**src/rtl/sqrt_share_arbiter.sv**
```systemverilog
// sqrt_share_arbiter: round-robin front end that time-shares one iterative
// sqrt core among NUM_REQ operand producers. Each accepted operand is
// issued to the core, the result is held on a backpressured response port
// and tagged with the requester index. Zero operands bypass the core.
// Optional: define SQRT_WDOG_EN to add a WAIT-state watchdog that forces an
// all-ones result with rsp_err=1 after TIMEOUT cycles without sqrt_ready.
module sqrt_share_arbiter #(
  parameter int NUM_REQ = 4,
  parameter int DATA_W  = 32,
  parameter int ID_W    = 2,
  parameter int TIMEOUT = 64
) (
  input  logic                      clk,
  input  logic                      rst_n,
  input  logic [NUM_REQ-1:0]        req_valid,
  input  logic [NUM_REQ*DATA_W-1:0] req_data,
  output logic [NUM_REQ-1:0]        req_ready,
  output logic                      sqrt_start,
  output logic [DATA_W-1:0]         sqrt_input,
  input  logic [DATA_W-1:0]         sqrt_out,
  input  logic                      sqrt_ready,
  output logic                      rsp_valid,
  output logic [DATA_W-1:0]         rsp_data,
  output logic [ID_W-1:0]           rsp_id,
  input  logic                      rsp_ready,
  output logic                      rsp_err,
  output logic                      busy
);

  // Reject configurations the ID field cannot represent.
  if (NUM_REQ < 2 || (1 << ID_W) < NUM_REQ) begin : g_bad_cfg
    $error("sqrt_share_arbiter: need NUM_REQ>=2 and 2**ID_W >= NUM_REQ");
  end
  if (TIMEOUT < 1) begin : g_bad_timeout
    $error("sqrt_share_arbiter: TIMEOUT must be at least 1");
  end

  typedef enum logic [1:0] {IDLE, ISSUE, WAIT, HOLD} state_t;

  state_t              state_q, state_d;
  logic [ID_W-1:0]     rr_ptr_q, rr_ptr_d;
  logic [DATA_W-1:0]   op_q, op_d;
  logic [ID_W-1:0]     id_q, id_d;
  logic [DATA_W-1:0]   rsp_data_q, rsp_data_d;

`ifdef SQRT_WDOG_EN
  localparam int CNT_W = $clog2(TIMEOUT + 1);
  logic [CNT_W-1:0]    cnt_q, cnt_d;
  logic                rsp_err_q, rsp_err_d;
`endif

  logic                gnt_any;
  logic [NUM_REQ-1:0]  gnt_oh;
  logic [ID_W-1:0]     gnt_idx;
  logic [ID_W-1:0]     gnt_nxt;
  logic [DATA_W-1:0]   gnt_data;

  // Scan requesters starting at rr_ptr, wrapping modulo NUM_REQ; first hit wins.
  always_comb begin
    int idx;
    logic [NUM_REQ-1:0] vshift;
    gnt_any  = 1'b0;
    gnt_oh   = '0;
    gnt_idx  = '0;
    gnt_nxt  = '0;
    gnt_data = '0;
    idx      = 0;
    vshift   = '0;
    for (int k = 0; k < NUM_REQ; k++) begin
      idx = int'(rr_ptr_q) + k;
      if (idx >= NUM_REQ) idx = idx - NUM_REQ;
      vshift = req_valid >> idx;
      if (!gnt_any && vshift[0]) begin
        gnt_any  = 1'b1;
        gnt_oh   = NUM_REQ'(1) << idx;
        gnt_idx  = ID_W'(idx);
        gnt_nxt  = (idx + 1 >= NUM_REQ) ? '0 : ID_W'(idx + 1);
        gnt_data = DATA_W'(req_data >> (idx * DATA_W));
      end
    end
  end

  // Next-state logic: accept in IDLE, pulse start in ISSUE, capture in WAIT,
  // hold the response until the downstream takes it.
  always_comb begin
    state_d    = state_q;
    rr_ptr_d   = rr_ptr_q;
    op_d       = op_q;
    id_d       = id_q;
    rsp_data_d = rsp_data_q;
`ifdef SQRT_WDOG_EN
    cnt_d      = cnt_q;
    rsp_err_d  = rsp_err_q;
`endif
    unique case (state_q)
      IDLE: begin
        if (gnt_any) begin
          op_d     = gnt_data;
          id_d     = gnt_idx;
          rr_ptr_d = gnt_nxt;
`ifdef SQRT_WDOG_EN
          rsp_err_d = 1'b0;
`endif
          if (gnt_data == '0) begin
            // sqrt(0)=0: skip the core entirely
            rsp_data_d = '0;
            state_d    = HOLD;
          end else begin
            state_d = ISSUE;
          end
        end
      end
      ISSUE: begin
        // any sqrt_ready here belongs to nothing we issued; ignore it
        state_d = WAIT;
`ifdef SQRT_WDOG_EN
        cnt_d = '0;
`endif
      end
      WAIT: begin
        if (sqrt_ready) begin
          rsp_data_d = sqrt_out;
          state_d    = HOLD;
`ifdef SQRT_WDOG_EN
          rsp_err_d  = 1'b0;
        end else if (cnt_q == CNT_W'(TIMEOUT - 1)) begin
          rsp_data_d = '1;
          rsp_err_d  = 1'b1;
          state_d    = HOLD;
        end else begin
          cnt_d = cnt_q + CNT_W'(1);
`endif
        end
      end
      HOLD: begin
        if (rsp_ready) state_d = IDLE;
      end
      default: state_d = IDLE;
    endcase
  end

  // State and datapath registers with synchronous active-low reset.
  always_ff @(posedge clk) begin
    if (!rst_n) begin
      state_q    <= IDLE;
      rr_ptr_q   <= '0;
      op_q       <= '0;
      id_q       <= '0;
      rsp_data_q <= '0;
`ifdef SQRT_WDOG_EN
      cnt_q      <= '0;
      rsp_err_q  <= 1'b0;
`endif
    end else begin
      state_q    <= state_d;
      rr_ptr_q   <= rr_ptr_d;
      op_q       <= op_d;
      id_q       <= id_d;
      rsp_data_q <= rsp_data_d;
`ifdef SQRT_WDOG_EN
      cnt_q      <= cnt_d;
      rsp_err_q  <= rsp_err_d;
`endif
    end
  end

  // Output decode; req_ready is suppressed while reset is asserted.
  always_comb begin
    req_ready  = (state_q == IDLE && rst_n) ? gnt_oh : '0;
    sqrt_start = (state_q == ISSUE);
    sqrt_input = op_q;
    rsp_valid  = (state_q == HOLD);
    rsp_data   = rsp_data_q;
    rsp_id     = id_q;
    busy       = (state_q != IDLE);
`ifdef SQRT_WDOG_EN
    rsp_err    = rsp_err_q;
`else
    rsp_err    = 1'b0;
`endif
  end

endmodule
```
**config.mk**
```make
export PLATFORM = sky130hd
export DESIGN_NAME = sqrt_share_arbiter
export DESIGN_NICKNAME = d
export VERILOG_FILES = /design/src/rtl/sqrt_share_arbiter.sv
export SDC_FILE = /design/constraint.sdc
export NUM_CORES = 1
export LEC_CHECK = 0
export BUFFER_PORTS_ARGS = -buffer_cell sky130_fd_sc_hd__clkbuf_2
export CAP_MARGIN = 5
export CORE_MARGIN = 2
export CORE_UTILIZATION = 48
export DETAILED_ROUTE_END_ITERATION = 6
export PLACE_DENSITY_LB_ADDON = 0.25
export SYNTH_ARGS = -nofsm -noshare
export SYNTH_HDL_FRONTEND = slang
export SYNTH_SLANG_ARGS = --single-unit
export TNS_END_PERCENT = 30
```
**constraint.sdc**
```tcl
create_clock -name clk -period 5.13 [get_ports clk]
set_clock_uncertainty 0.15 [all_clocks]
set_input_delay 0 -clock clk [delete_from_list [all_inputs] [get_ports clk]]
set_output_delay 0 -clock clk [all_outputs]
set_load 0.01 [all_outputs]
```
# After elaboration in Yosys (flattened, before gate mapping)
# Cells that the tools add are included.
word_totals:
  register_bits: 70
  latchBits: 0
  mem_bits_rw: 0
  romBits: 0
  output_inout_bits: 74
  memories: 0
classes:
  addsub: 11
  multipliers: 0
  n_div: 0
  n_lt_le_gt_ge: 8
  eq_ne: 7
  n_shift: 12
  muxes: 38
  bitwise: 0
  reduce_logical: 14
op_table:
  columns: ["operator", "n"]
  rows:
  - ["right shift 128 x 32 -> 32 bit", 4]
  - ["2-to-1 mux 32 bit", 11]
  - ["adder 32 x 2 -> 32 bit (second input constant)", 4]
  - [">= comparator 32 x 4 -> 1 bit (second input constant)", 4]
  - ["<< shifter 1 x 32 -> 4 bit (first input constant)", 4]
  - ["right shift 4 x 32 -> 1 bit", 4]
  - ["case mux 32 bit (2 select lines)", 1]
  - ["logical NOT 32 bit", 1]
  - ["2-to-1 mux 2 bit", 16]
  - ["2-to-1 mux 4 bit", 5]
  - ["subtractor 3 x 3 -> 4 bit (second input constant)", 3]
  - [">= comparator 3 bit (second input constant)", 3]
  - ["case mux 2 bit (4 select lines)", 1]
  - ["adder 2 x 2 -> 3 bit (second input constant)", 2]
  - ["inequality test 2 bit (second input constant)", 3]
  - ["equality test 2 bit (second input constant)", 2]
  - ["logical AND 1 bit", 4]
  - ["2-to-1 mux 1 bit", 4]
  - ["AND reduction 4 bit", 1]
  - ["nonzero test 2 bit", 2]
  - ["subtractor 2 x 3 -> 4 bit (second input constant)", 1]
  - ["adder 2 x 1 -> 3 bit (second input constant)", 1]
  - [">= comparator 2 x 3 -> 1 bit (second input constant)", 1]
  - ["logical NOT 1 bit", 3]
  - ["other kinds (5)", 5]

# Logic depth before layout (Yosys ltp)
logic_depth:
  depth_word: 17
  depth_mapped: 19
  ltp_nobuf: 11

# Worst setup path after synthesis
# OpenSTA, ideal clock, no wires.
synth_timing:
  path_type: "reg-to-reg"
  startpoint: "register rr_ptr_q[0]"
  endpoint: "register rsp_data_q[10] (netlist: rsp_data[10])"
  setup_ns: 0.115
  arrival_time_ns: 4.557
  path_slack_ns: 0.308
  path_stages_with_launch: 18
  cell_sequence: "dfxtp_1 -> buf_6 -> buf_2 -> buf_2 -> buf_2 -> inv_1 -> ha_1 -> buf_4 -> buf_1 -> mux4_2 -> a22oi_1 -> a31oi_1 -> nor4_1 -> nand2_1 -> nor4_4 -> o22ai_2 -> buf_6 -> o2bb2ai_2"
synth_via:
  elab_chain_len: 16
  elab_cells_between_ends: 41
synth_lines:
  columns: ["element", "line_no", "rtl"]
  rows:
  - ["start, declared", "41", "logic [ID_W-1:0] rr_ptr_q, rr_ptr_d;"]
  - ["start signal, assigned", "156", "rr_ptr_q <= rr_ptr_d;"]
  - ["parallel branches: the longest is 15 deep, another holds subtractor 3 x 3 -> 4 bit", null, null]
  - ["AND reduction 4 bit (no source line) *", null, null]
  - ["end signal, assigned", "159", "rsp_data_q <= rsp_data_d;"]
  - ["end, declared", "44", "logic [DATA_W-1:0] rsp_data_q, rsp_data_d;"]
# Mark *: on every way between the ends.
# A chain may end at the register's enable or synchronous reset.

# Worst setup path after layout
layout_timing:
  startpoint: "register rr_ptr_q[0]"
  endpoint: "register rsp_data_q[1] (netlist: rsp_data[1])"
# Same word-level chain as after synthesis.

==> impl_metrics.yaml <==
outcome:
  run_status: "finished clean"
route:
  routed-via-count: 7384
  antenna_left: 0
  post_dr_vias_cell: 6.45
  post_drt_wl_per_cell_um: 19.6
  drt_pre_antenna_iters: 5
  drt_drc_violations_left: 0
  initialDrtViolationCount: 706
  wirelength_mm: 22.4
die:
  starting_utilization_of_the_core_area_pct: 49.1
  core_region_area_um2: 15100
  io-pin-count: 242
  std_cell_rows: 45
  chipHeight_um: 128
  design.die.area_um2: 16500
  die-width_um: 128
logic_synthesis:
  synthDistinctLibCells: 54
  post-synth-top-area-cell: "sky130_fd_sc_hd__mux4_2"
  post_synth_top_area_share_pct: 29.4
  ys_warn_count: 0
  synth-async-reset-ratio_pct: 0
  ys_top_cells_by_area: "sky130_fd_sc_hd__mux4_2 (29%), sky130_fd_sc_hd__dfxtp_1 (19%), sky130_fd_sc_hd__mux2i_1 (9.0%), sky130_fd_sc_hd__o2bb2ai_2 (6.3%), sky130_fd_sc_hd__nand2_1 (3.3%)"
  postSynthRegisterBits: 70
  syn_inst: 730
  postSynthAreaPerCell_um2: 10.2
  synthesis.nets: 910
  synth-seq-area-share_pct: 18.9
  synth_ff_type: "sky130_fd_sc_hd__dfxtp_1"
  synth_edf_count: 0
  syn_area_um2: 7430
grt:
  grt.overflow.total: 0
  grt_pass1_vias: 6581
  grt.total_usage_pct: 25.9
  maximum_number_of_pins_on_one_net_before_global_route_repair: 57
  first_pass_grt_wire_length_mm: 34.3
  grt_antenna_before_repair: 0
clocking:
  max-clock-path-buffers: 2
  clk-insertion-delay-late_ps: 330
  cts.repair_timing.setup_buffer_count: 0
  tritoncts.num_buffers: 9
  clock_tree.root_cell: "sky130_fd_sc_hd__clkbuf_16"
  h-tree-depth: 3
  clkSinkCount: 70
  tritoncts: "built"
  clk_transition_reported_paths_ps: 60
worst_setup_path:
  worstSetupStartpointType: "flip-flop"
  r2r_cells: 13
  required_ps: 5170
  timing.setup.critical_path_class: "reg2reg"
  cp_max_fo: 32
  cp_data_arrival_time_ps: 4700
  end_kind: "flip-flop"
hold_path:
  hold_path_class: "in2reg"
  hold_path_depth: 4
flow_run:
  drv_cap: 0
placed_design:
  numPlacedInstances: 1096
  post_dp_cell_area_um2: 8610
  detailed_place_hpwl_mm: 16.2
  place.gp.congestion: 0.889
  placement.io_buffers: 240
final_layout:
  syn2layout_area_growth_pct: 24.6
  antennaDiodeCount: 0
  multi_input_comb_area_um2: 5470
  final.fill_count: 1278
  post_route_cells_drive_above_1_share_pct: 43.7
  final_cell_area_um2: 9260
  layoutNonFillerInstCount: 1145
  layout.nets: 1132
  ff_latch_area_um2: 1410
timing:
  fmax_mhz: 215
  timing.slew.headroom_pct: 32.5
  drv_slew: 0
  min_period_over_period_pct: 90.8
  final_tns_setup_ps: 0
  rsz_0062_raised_after_global_routing: "false"
  worst_hold_slack_ps: 62.7
  finalSetupViolCount: 0
  finalWorstPathRequiredPeriod_ps: 4660
  tightestPinTransition_ps: 1010
  finalHoldViolCount: 0
pwr:
  power-per-cell-area_nw_per_um2: 610
  irDropWorstVdd_uv: 360
  cellLeakagePower_nw: 3.63
where the power goes:
group / switching, mW / internal [mW] / total (mW)
Combinational: 2.37 / 1.81 / 4.19
Clock: 0.227 / 0.420 / 0.647
Sequential: 0.112 / 0.702 / 0.814
metrics by stage:
step / power (mW) / util (%) / setup WS, ps
final: 5.65 / 61.1 / 472
after CTS: 5.62 / 61.1 / 508
after global placement: 4.91 / 56.9 / 606
after global routing: 6.02 / 61.1 / 168
after detailed placement: 4.94 / 56.9 / 531
after floorplan: 4.05 / - / 308
final cells by class:
| class | count | area share (%) |
|---|---|---|
| tap | 188 | 2.54 |
| timing repair buffer | 291 | 18.1 |
| clock buffer | 12 | 2.89 |
| sequential | 70 | 15.2 |
| inverter | 41 | 1.66 |
| clock inverter | 4 | 0.554 |
| multi-input combinational | 539 | 59.0 |
synthesized netlist by cell type, types with 2 or more instances:
cell	number
sky130_fd_sc_hd__o211ai_1	2
sky130_fd_sc_hd__nor3_1	8
sky130_fd_sc_hd__a221oi_1	11
sky130_fd_sc_hd__a32oi_1	2
sky130_fd_sc_hd__a311oi_1	3
sky130_fd_sc_hd__a211oi_1	9
sky130_fd_sc_hd__nor3b_1	2
sky130_fd_sc_hd__a222oi_1	3
sky130_fd_sc_hd__and3_1	2
sky130_fd_sc_hd__a31oi_1	22
sky130_fd_sc_hd__mux2i_1	67
sky130_fd_sc_hd__nor4_1	25
sky130_fd_sc_hd__or3_1	2
sky130_fd_sc_hd__dfxtp_1	70
sky130_fd_sc_hd__inv_2	2
sky130_fd_sc_hd__ha_1	12
sky130_fd_sc_hd__o22ai_1	35
sky130_fd_sc_hd__nor2_1	25
sky130_fd_sc_hd__mux4_2	97
sky130_fd_sc_hd__clkbuf_1	31
sky130_fd_sc_hd__inv_1	39
sky130_fd_sc_hd__o2bb2ai_1	2
sky130_fd_sc_hd__buf_2	26
sky130_fd_sc_hd__nand3_1	28
sky130_fd_sc_hd__mux2_2	2
sky130_fd_sc_hd__buf_6	13
sky130_fd_sc_hd__o21ai_0	10
sky130_fd_sc_hd__a22o_1	2
sky130_fd_sc_hd__a22oi_1	20
sky130_fd_sc_hd__buf_1	4
sky130_fd_sc_hd__buf_4	6
sky130_fd_sc_hd__o2bb2ai_2	31
sky130_fd_sc_hd__nand2_1	65
sky130_fd_sc_hd__a21oi_1	32
cell families (layout without fill, tap and decap cells):
kind of cell    after synthesis  after routing  share of synthesized area, %
buf+inv                     121            348                          8.17
xor+xnor                      1              1                         0.219
fa+ha+maj                    12             12                          2.02
simple gates                168            168                          11.0
flops                        70             70                          18.9
mux                         167            167                          38.9
other cells                   1              1                        0.0505
compound gates              190            190                          20.7
metal layers:
layer	part of all wire (%)	wire length, um	vias to the layer above	GRT usage, %
met5	0	0	-	0
met4	3.1	695	0	8.92
met3	8.5	1910	59	3.87
met2	46	10200	420	41.0
met1	43	9550	3525	36.5
li1	-	-	3380	-
worst max-delay path, stage by stage (launching register included):
cell and delay [ps]:
sky130_fd_sc_hd__dfxtp_4 510, sky130_fd_sc_hd__inv_1 180, sky130_fd_sc_hd__ha_4 490, sky130_fd_sc_hd__mux4_2 390, sky130_fd_sc_hd__nand2_2 230, sky130_fd_sc_hd__or3_1 450, sky130_fd_sc_hd__buf_4 290, sky130_fd_sc_hd__a31oi_1 170
sky130_fd_sc_hd__nor4_1 550, sky130_fd_sc_hd__nand2_1 170, sky130_fd_sc_hd__nor4_4 320, sky130_fd_sc_hd__o22ai_4 100, sky130_fd_sc_hd__buf_4 310, sky130_fd_sc_hd__o2bb2ai_1 180
layout by cell type (no fill, tap or decap), drive strengths merged, types with 2 or more instances in the layout:
cell	Yosys	layout
o211ai	2	2
buf	49	18
o21ai	10	10
and3	2	2
a211oi	9	9
o2bb2ai	33	33
a31oi	22	22
o22ai	36	36
nand3	28	28
a311oi	3	3
inv	41	42
mux2i	67	67
nor3b	2	2
a22oi	20	20
a222oi	3	3
nor3	9	9
a22o	2	2
a221oi	11	11
dlygate4sd3	0	33
dfxtp	70	70
nor2	25	25
or3	2	2
nor4	26	26
a32oi	2	2
mux2	3	3
clkbuf	31	252
mux4	97	97
ha	12	12
nand2	66	66
a21oi	33	33
final timing paths:
path / start / to / slack, ps
worst max-delay path: rr_ptr_q[0]$_SDFFE_PN0P_ / rsp_data[1]$_SDFFE_PN0P_ / 470
worst min register to register: sqrt_input[21]$_SDFFE_PN0P_ / sqrt_input[21]$_SDFFE_PN0P_ / 300
worst max register to register: rr_ptr_q[0]$_SDFFE_PN0P_ / rsp_data[1]$_SDFFE_PN0P_ / 470
worst min-delay path: rsp_ready / state_q[1]$_SDFFE_PN0P_ / 60
repair_timing:
action / in CTS / in global routing
hold endpoints to repair: 34 / 0
hold buffers: 33 / 0
gates resized for setup: 0 / 0
registers in the layout, indices dropped and copies added, names as in the netlist:
name and flops:
rr_ptr_q 2, rsp_data 32, rsp_id 2, sqrt_input 32, state_q 2
Note: power is estimated with default switching activity, not from simulation.
